<file path="config.mk">
export PLATFORM = sky130hd
export DESIGN_NAME = lcd_host_driver_flat
export DESIGN_NICKNAME = d
export VERILOG_FILES = /design/src/rtl/lcd_pkg.sv /design/src/rtl/lcd_host_driver_if.sv /design/src/rtl/lcd_capture_buf.sv /design/src/rtl/lcd_host_driver.sv /design/src/flat_wrapper.sv
export SDC_FILE = /design/constraint.sdc
export NUM_CORES = 1
export LEC_CHECK = 0
export CAP_MARGIN = 30
export CELL_PAD_IN_SITES_DETAIL_PLACEMENT = 0
export CELL_PAD_IN_SITES_GLOBAL_PLACEMENT = 1
export CORE_ASPECT_RATIO = 1.1
export CORE_MARGIN = 5
export CORE_UTILIZATION = 30
export DETAILED_ROUTE_END_ITERATION = 10
export GPL_TIMING_DRIVEN = 0
export PLACE_DENSITY = 0.61
export SYNTH_ARGS = -nofsm -noshare
export SYNTH_HDL_FRONTEND = slang
export SYNTH_SLANG_ARGS = --single-unit
export TNS_END_PERCENT = 50
</file>
<file path="constraint.sdc">
create_clock -name clk -period 2.7 [get_ports clk]
set_input_delay 0.27 -clock clk [delete_from_list [all_inputs] [get_ports clk]]
set_output_delay 0.27 -clock clk [all_outputs]
set_load 0.01 [all_outputs]
</file>
<file path="src/rtl/lcd_pkg.sv">
// lcd_pkg: shared constants and types for the LCD host driver.
// Command codes, image/window geometry, driver FSM states.
package lcd_pkg;

  localparam int IMG_W   = 12;
  localparam int IMG_H   = 9;
  localparam int IMG_PIX = IMG_W * IMG_H;
  localparam int OUT_PIX = 16;
  localparam int TIMEOUT = 255;

  localparam logic [2:0] CMD_LOAD     = 3'd0;
  localparam logic [2:0] CMD_ZOOM_IN  = 3'd1;
  localparam logic [2:0] CMD_ZOOM_FIT = 3'd2;
  localparam logic [2:0] CMD_RIGHT    = 3'd3;
  localparam logic [2:0] CMD_LEFT     = 3'd4;
  localparam logic [2:0] CMD_UP       = 3'd5;
  localparam logic [2:0] CMD_DOWN     = 3'd6;

  typedef enum logic [2:0] {
    S_IDLE,
    S_ISSUE,
    S_LOAD,
    S_WAIT_OUT,
    S_CAPTURE,
    S_DONE
  } drv_state_e;

endpackage

</file>
<file path="src/rtl/lcd_host_driver_if.sv">
// lcd_host_driver_if: host <-> LCD controller bus.
// master (host): drives cmd/cmd_valid/datain; samples busy/dataout/output_valid.
interface lcd_host_driver_if;
  logic [2:0] cmd;
  logic       cmd_valid;
  logic [7:0] datain;
  logic       busy;
  logic [7:0] dataout;
  logic       output_valid;

  modport master (
    output cmd, cmd_valid, datain,
    input  busy, dataout, output_valid
  );

  modport slave (
    input  cmd, cmd_valid, datain,
    output busy, dataout, output_valid
  );
endinterface

</file>
<file path="src/rtl/lcd_capture_buf.sv">
// lcd_capture_buf: 16x8 capture register file, one write port, comb read.
// Ports: clk, rst_n, we/widx/wdata (write), ridx/rdata (read).
module lcd_capture_buf
  import lcd_pkg::*;
(
  input  logic       clk,
  input  logic       rst_n,
  input  logic       we,
  input  logic [3:0] widx,
  input  logic [7:0] wdata,
  input  logic [3:0] ridx,
  output logic [7:0] rdata
);

  logic [7:0] mem_q [OUT_PIX];
  logic [7:0] mem_d [OUT_PIX];

  always_comb begin
    mem_d = mem_q;
    if (we) mem_d[widx] = wdata;
  end

  always_ff @(posedge clk or negedge rst_n) begin
    if (!rst_n) begin
      for (int i = 0; i < OUT_PIX; i++) mem_q[i] <= '0;
    end else begin
      mem_q <= mem_d;
    end
  end

  assign rdata = mem_q[ridx];

endmodule

</file>
<file path="src/rtl/lcd_host_driver.sv">
// lcd_host_driver: issues commands to the LCD controller, streams the
// image on load, captures the 16-pixel result window.
// Ports: clk, reset (async, low), req_*/img_* upstream, ctl bus,
// rd_idx/rd_pix buffer read, done pulse, sticky err.
module lcd_host_driver
  import lcd_pkg::*;
(
  input  logic                   clk,
  input  logic                   reset,
  input  logic                   req_valid,
  input  logic [2:0]             req_cmd,
  output logic                   req_ready,
  output logic [6:0]             img_addr,
  input  logic [7:0]             img_data,
  lcd_host_driver_if.master      ctl,
  input  logic [3:0]             rd_idx,
  output logic [7:0]             rd_pix,
  output logic                   done,
  output logic                   err
);

  localparam logic [6:0] P_LAST   = 7'(IMG_PIX - 1);
  localparam logic [7:0] TO_LAST  = 8'(TIMEOUT - 1);
  localparam logic [4:0] CNT_LAST = 5'(OUT_PIX - 1);

  drv_state_e state_q, state_d;
  logic [2:0] cmd_q, cmd_d;
  logic [7:0] datain_q, datain_d;
  logic [6:0] p_q, p_d;
  logic [4:0] cnt_q, cnt_d;
  logic [7:0] to_q, to_d;
  logic       err_q, err_d;
  logic       cmd_valid;
  logic       we;
  logic [3:0] widx;

  always_comb begin
    state_d   = state_q;
    cmd_d     = cmd_q;
    datain_d  = 8'd0;
    p_d       = p_q;
    cnt_d     = cnt_q;
    to_d      = to_q;
    err_d     = err_q;
    we        = 1'b0;
    widx      = 4'd0;
    img_addr  = 7'd0;
    req_ready = 1'b0;
    cmd_valid = 1'b0;
    done      = 1'b0;
    unique case (state_q)
      S_IDLE: begin
        req_ready = !ctl.busy;
        if (req_valid && !ctl.busy) begin
          cmd_d   = req_cmd;
          err_d   = 1'b0;
          state_d = S_ISSUE;
        end
      end
      S_ISSUE: begin
        cmd_valid = 1'b1;
        if (cmd_q == CMD_LOAD) begin
          // ROM[0] is addressed this cycle, lands on datain next
          datain_d = img_data;
          state_d  = S_LOAD;
        end else begin
          state_d = S_WAIT_OUT;
        end
      end
      S_LOAD: begin
        img_addr = p_q + 7'd1;
        if (p_q == P_LAST) begin
          p_d     = 7'd0;
          state_d = S_WAIT_OUT;
        end else begin
          p_d      = p_q + 7'd1;
          datain_d = img_data;
        end
      end
      S_WAIT_OUT: begin
        if (ctl.output_valid) begin
          we      = 1'b1;
          cnt_d   = 5'd1;
          to_d    = 8'd0;
          state_d = S_CAPTURE;
        end else if (to_q == TO_LAST) begin
          err_d   = 1'b1;
          to_d    = 8'd0;
          state_d = S_IDLE;
        end else begin
          to_d = to_q + 8'd1;
        end
      end
      S_CAPTURE: begin
        if (ctl.output_valid) begin
          we    = 1'b1;
          widx  = cnt_q[3:0];
          cnt_d = cnt_q + 5'd1;
          if (cnt_q == CNT_LAST) begin
            cnt_d   = 5'd0;
            state_d = S_DONE;
          end
        end
      end
      S_DONE: begin
        done    = 1'b1;
        state_d = S_IDLE;
      end
      default: state_d = S_IDLE;
    endcase
  end

  always_ff @(posedge clk or negedge reset) begin
    if (!reset) begin
      state_q  <= S_IDLE;
      cmd_q    <= 3'd0;
      datain_q <= 8'd0;
      p_q      <= 7'd0;
      cnt_q    <= 5'd0;
      to_q     <= 8'd0;
      err_q    <= 1'b0;
    end else begin
      state_q  <= state_d;
      cmd_q    <= cmd_d;
      datain_q <= datain_d;
      p_q      <= p_d;
      cnt_q    <= cnt_d;
      to_q     <= to_d;
      err_q    <= err_d;
    end
  end

  assign ctl.cmd       = cmd_q;
  assign ctl.cmd_valid = cmd_valid;
  assign ctl.datain    = datain_q;
  assign err           = err_q;

  lcd_capture_buf u_buf (
    .clk   (clk),
    .rst_n (reset),
    .we    (we),
    .widx  (widx),
    .wdata (ctl.dataout),
    .ridx  (rd_idx),
    .rdata (rd_pix)
  );

endmodule

</file>
<file path="src/flat_wrapper.sv">
// flat-port wrapper written by rule: the top's interface ports become plain ports
module lcd_host_driver_flat import lcd_pkg::*;
  (clk, reset, req_valid, req_cmd, req_ready, img_addr, img_data, rd_idx, rd_pix, done, err, ctl_cmd, ctl_cmd_valid, ctl_datain, ctl_busy, ctl_dataout, ctl_output_valid);
  lcd_host_driver_if ctl_i ();
  input  logic clk;
  input  logic reset;
  input  logic req_valid;
  input  logic [2:0] req_cmd;
  output logic req_ready;
  output logic [6:0] img_addr;
  input  logic [7:0] img_data;
  input  logic [3:0] rd_idx;
  output logic [7:0] rd_pix;
  output logic done;
  output logic err;
  output wire logic [$bits(ctl_i.cmd)-1:0] ctl_cmd;
  output wire logic [$bits(ctl_i.cmd_valid)-1:0] ctl_cmd_valid;
  output wire logic [$bits(ctl_i.datain)-1:0] ctl_datain;
  input wire logic [$bits(ctl_i.busy)-1:0] ctl_busy;
  input wire logic [$bits(ctl_i.dataout)-1:0] ctl_dataout;
  input wire logic [$bits(ctl_i.output_valid)-1:0] ctl_output_valid;
  assign ctl_cmd = ctl_i.cmd;
  assign ctl_cmd_valid = ctl_i.cmd_valid;
  assign ctl_datain = ctl_i.datain;
  assign ctl_i.busy = ctl_busy;
  assign ctl_i.dataout = ctl_dataout;
  assign ctl_i.output_valid = ctl_output_valid;
  lcd_host_driver u_core (.clk(clk), .reset(reset), .req_valid(req_valid), .req_cmd(req_cmd), .req_ready(req_ready), .img_addr(img_addr), .img_data(img_data), .ctl(ctl_i), .rd_idx(rd_idx), .rd_pix(rd_pix), .done(done), .err(err));
endmodule
</file>
==> key figures <==
Status
  • Status: finished clean

Clock tree
  • Clk slew on worst S/H paths: 0.07 ns
  • Worst-case clock buffer depth: 2
  • H-tree depth: 4
  • Sink Count: 163
  • CTS tree: yes
  • Clock latency on the worst-skew pair: 0.42 ns
  • CTS root buf: clkbuf_16
  • CTS Buf Count: 17

Synthesis
  • #FFs+latches synth: 163
  • Gate Count Post-Synth: 543
  • Post-synth top flop: dfrtp_1
  • Synth top area cells: dfrtp_1 54%, mux2_2 19%, mux4_2 9.6%
  • Post-Syn Area per Cell: 13.9 sq um
  • Synth top area share: 54.2%
  • Syn nets: 575
  • Sequential area share after synthesis: 54.2%
  • Yosys warns: 0
  • Yosys top cell by area: dfrtp_1
  • Post-synth EDFFs: 0
  • Netlist cell types: 44
  • Syn Std Cell Area: 0.00752 sq mm
  • Share of flip-flops with an asynchronous set or reset: 100%

STA
  • Final Max Slew Viols: 0
  • Layout Skew: 0.0147 ns
  • Setup TNS: 0 ns
  • Setup-failing EPs final: 0
  • Min Clock Period, post-route: 2.57 ns
  • Final worst path period share: 95.2%
  • Slew HR: 42.9%
  • Max Freq: 389 MHz
  • Slew at the pin closest to its max-slew limit: 0.852 ns
  • Fin. Hold Viols: 0
  • Setup ws final: 0.129 ns
  • RSZ-0062 raised after global routing: false

Critical path
  • Reg2reg end: u_core.u_buf.mem_q[37]
  • Reg-to-reg startpoint: u_core.state_q[0]
  • CP bufs+invs: 3
  • Crit Path Max Fanout: 10
  • Worst Path Arrival: 2.30 ns
  • R2r setup slk: 0.33 ns
  • Worst path required time: 2.43 ns
  • CP max stage delay: 0.55 ns
  • CP Cell Sequence: or3b_2, clkbuf_1, buf_4, nor2_1, clkdlybuf4s50_1
  • Reg2Reg Depth: 5
  • CP Launch Type: flop
  • Crit-path leading delay family: buffers and inverters
  • Endpoint class of the critical path: output pin
  • Slowest CP cell: clkdlybuf4s50_1
  • Critical path type: flop to output pin

Pwr
  • Clk pwr share: 32.8%
  • Int Pwr: 4.92 mW
  • Power share of the sequential group: 44.5%
  • VDD IR max: 0.416 mV
  • Static Leak: 4.22 nW
  • Comb power frac: 22.7%
  • Final Total Pwr: 7.03 mW
  • Switching Share: 30.1%
  • Cell Pwr Density: 769 mW/mm^2
  • Switching power: 2.11 mW

Drt
  • Vias: 4725
  • Routed length on met1: 7900 microns
  • Iter 0 DRT Violations: 210
  • Vias per cell: 5.01
  • ANT nets after route: 0
  • Metal2 WL: 9090 microns
  • Router iterations before antenna repair: 4
  • Routed wl met3: 633 microns
  • Wire per inst: 18.8 microns
  • Drt total wl: 17700 microns
  • DRC: 0
  • Top layer in use: met4

Placement
  • Dpl hpwl: 12500 microns
  • Gpl congestion: 0.787
  • Port Buffer Count: 56
  • Dpl ws: -0.497 ns

Floorplan
  • Die H: 176 microns
  • IO Count: 58
  • Initial Util: 30.6%
  • Die width: 161 microns
  • Core footprint: 0.0246 sq mm
  • Die area: 0.0284 sq mm
  • Core Rows: 60

GRT
  • Largest net degree at the start of global routing: 99
  • Number of global-route vias before repair: 5114
  • Gr ovfl total: 0
  • First-pass GRT wire length: 28700 microns
  • Gr usage total: 12.9%
  • Initial antenna violation count: 0

Cells and area
  • Layout cells sized above 1: 33.4%
  • Layout overhead on the synthesized area: 21.5%
  • ANT cells: 0
  • Number of nets in the layout: 653

Min path
  • Hold Path Class: input pin to asynchronous set/reset pin

Run
  • Max-Cap Viols: 0
==> cells by family (layout without fill, tap and decap cells) <==
logic type      after synthesis  in the layout  synth area share (%)
mux                         164            164                  29.3
buf+inv                      37            128                  1.93
flops                       163            163                  54.2
simple gates                112            112                  8.00
compound gates               56             56                  5.07
xor+xnor                      7              7                 0.815
fa+ha+maj                     4              4                 0.665
==> worst max path at each step <==
stage | startpoint | to | slack (ns) | cells past startpoint
finish | u_core.state_q[2] | img_addr[5] | 0.13 | 5
CTS | rd_idx[1] | rd_pix[7] | -0.07 | 6
global placement | reset | u_core.ctl.datain[0] | -5.21 | 1
floorplan | u_core.state_q[0] | u_core.u_buf.mem_q[120] | 0.80 | 4
global route | rd_idx[3] | rd_pix[7] | 0.009 | 6
detailed placement | rd_idx[1] | rd_pix[7] | -0.50 | 6
==> routing by layer <==
metal	global-route usage, %	vias to the layer above
met5	0	-
met4	2.45	0
met3	3.06	10
met2	22.3	86
met1	16.8	2461
li1	-	2168
==> state kept, by name, summed over array words and instances, names as in the netlist <==
name	count
u_core.ctl.cmd	3
u_core.cnt_q	5
u_core.p_q	7
u_core.state_q	3
u_core.to_q	8
u_core.ctl.datain	8
u_core.err	1
u_core.u_buf.mem_q	128
==> cell usage in the layout (no fill, tap or decap), types with 15 or more instances in the layout <==
cell	instances
a22oi_1	17
clkbuf_1	20
clkbuf_16	17
clkdlybuf4s50_1	51
dfrtp_1	163
mux2_2	128
mux4_2	32
nand2_1	35
nand3_1	15
nor2_1	16
==> repair_timing <==
item                       CTS  global route
resized for setup           11            17
hold endpoints to repair    65             0
hold buffers                 1             0
buffers inserted             0             1
cloned                       0             0
setup endpoints to repair   15            14
==> power by group through the flow <==
stage / registers (mW) / logic [mW] / clock network, mW
detailed placement: 3.17 / 1.58 / 0
floorplan: 3.12 / 0.952 / 0
global route: 3.18 / 1.76 / 2.46
global placement: 3.15 / 1.53 / 0
finish: 3.12 / 1.60 / 2.31
CTS: 3.12 / 1.60 / 2.36
==> layout make-up <==
class | count | area [sq um]
Clock inverter | 13 | 114
Clock buffer | 19 | 443
Buffer | 31 | 161
Timing Repair Buffer | 59 | 621
Inverter | 6 | 22.5
Multi-Input combinational cell | 343 | 3310
Tap cell | 310 | 388
Sequential cell | 163 | 4080
Fill cell | 2356 | 15500
==> through the flow <==
step / area (sq um) / util, % / cells / hold WS, ns
detailed placement: 8510 / 34.5 / 910 / 0.247
CTS: 9100 / 36.9 / 943 / 0.382
global placement: 8470 / 34.4 / 909 / 0.472
floorplan: 7520 / - / 543 / -0.0256
finish: 9140 / 37.1 / 944 / 0.387
global route: 9140 / 37.1 / 944 / 0.391
==> synth_stat cells, types with 3 or more instances <==
cell      number
xnor2_1        5
nand3_1       15
a22oi_1       17
and2_1        10
o21ai_0       14
a21oi_1        4
nor2b_1        4
ha_1           4
nand2_1       35
dfrtp_1      163
and3_1         6
or3_1          3
o21a_1         3
nor2_1        16
mux2_2       128
buf_2          5
nor3b_1        5
a31oi_1        8
nand4_1        3
mux2_1         3
mux4_2        32
clkbuf_1      24
inv_1          6
a22o_1         4
Power figures use the tool's default switching activity.
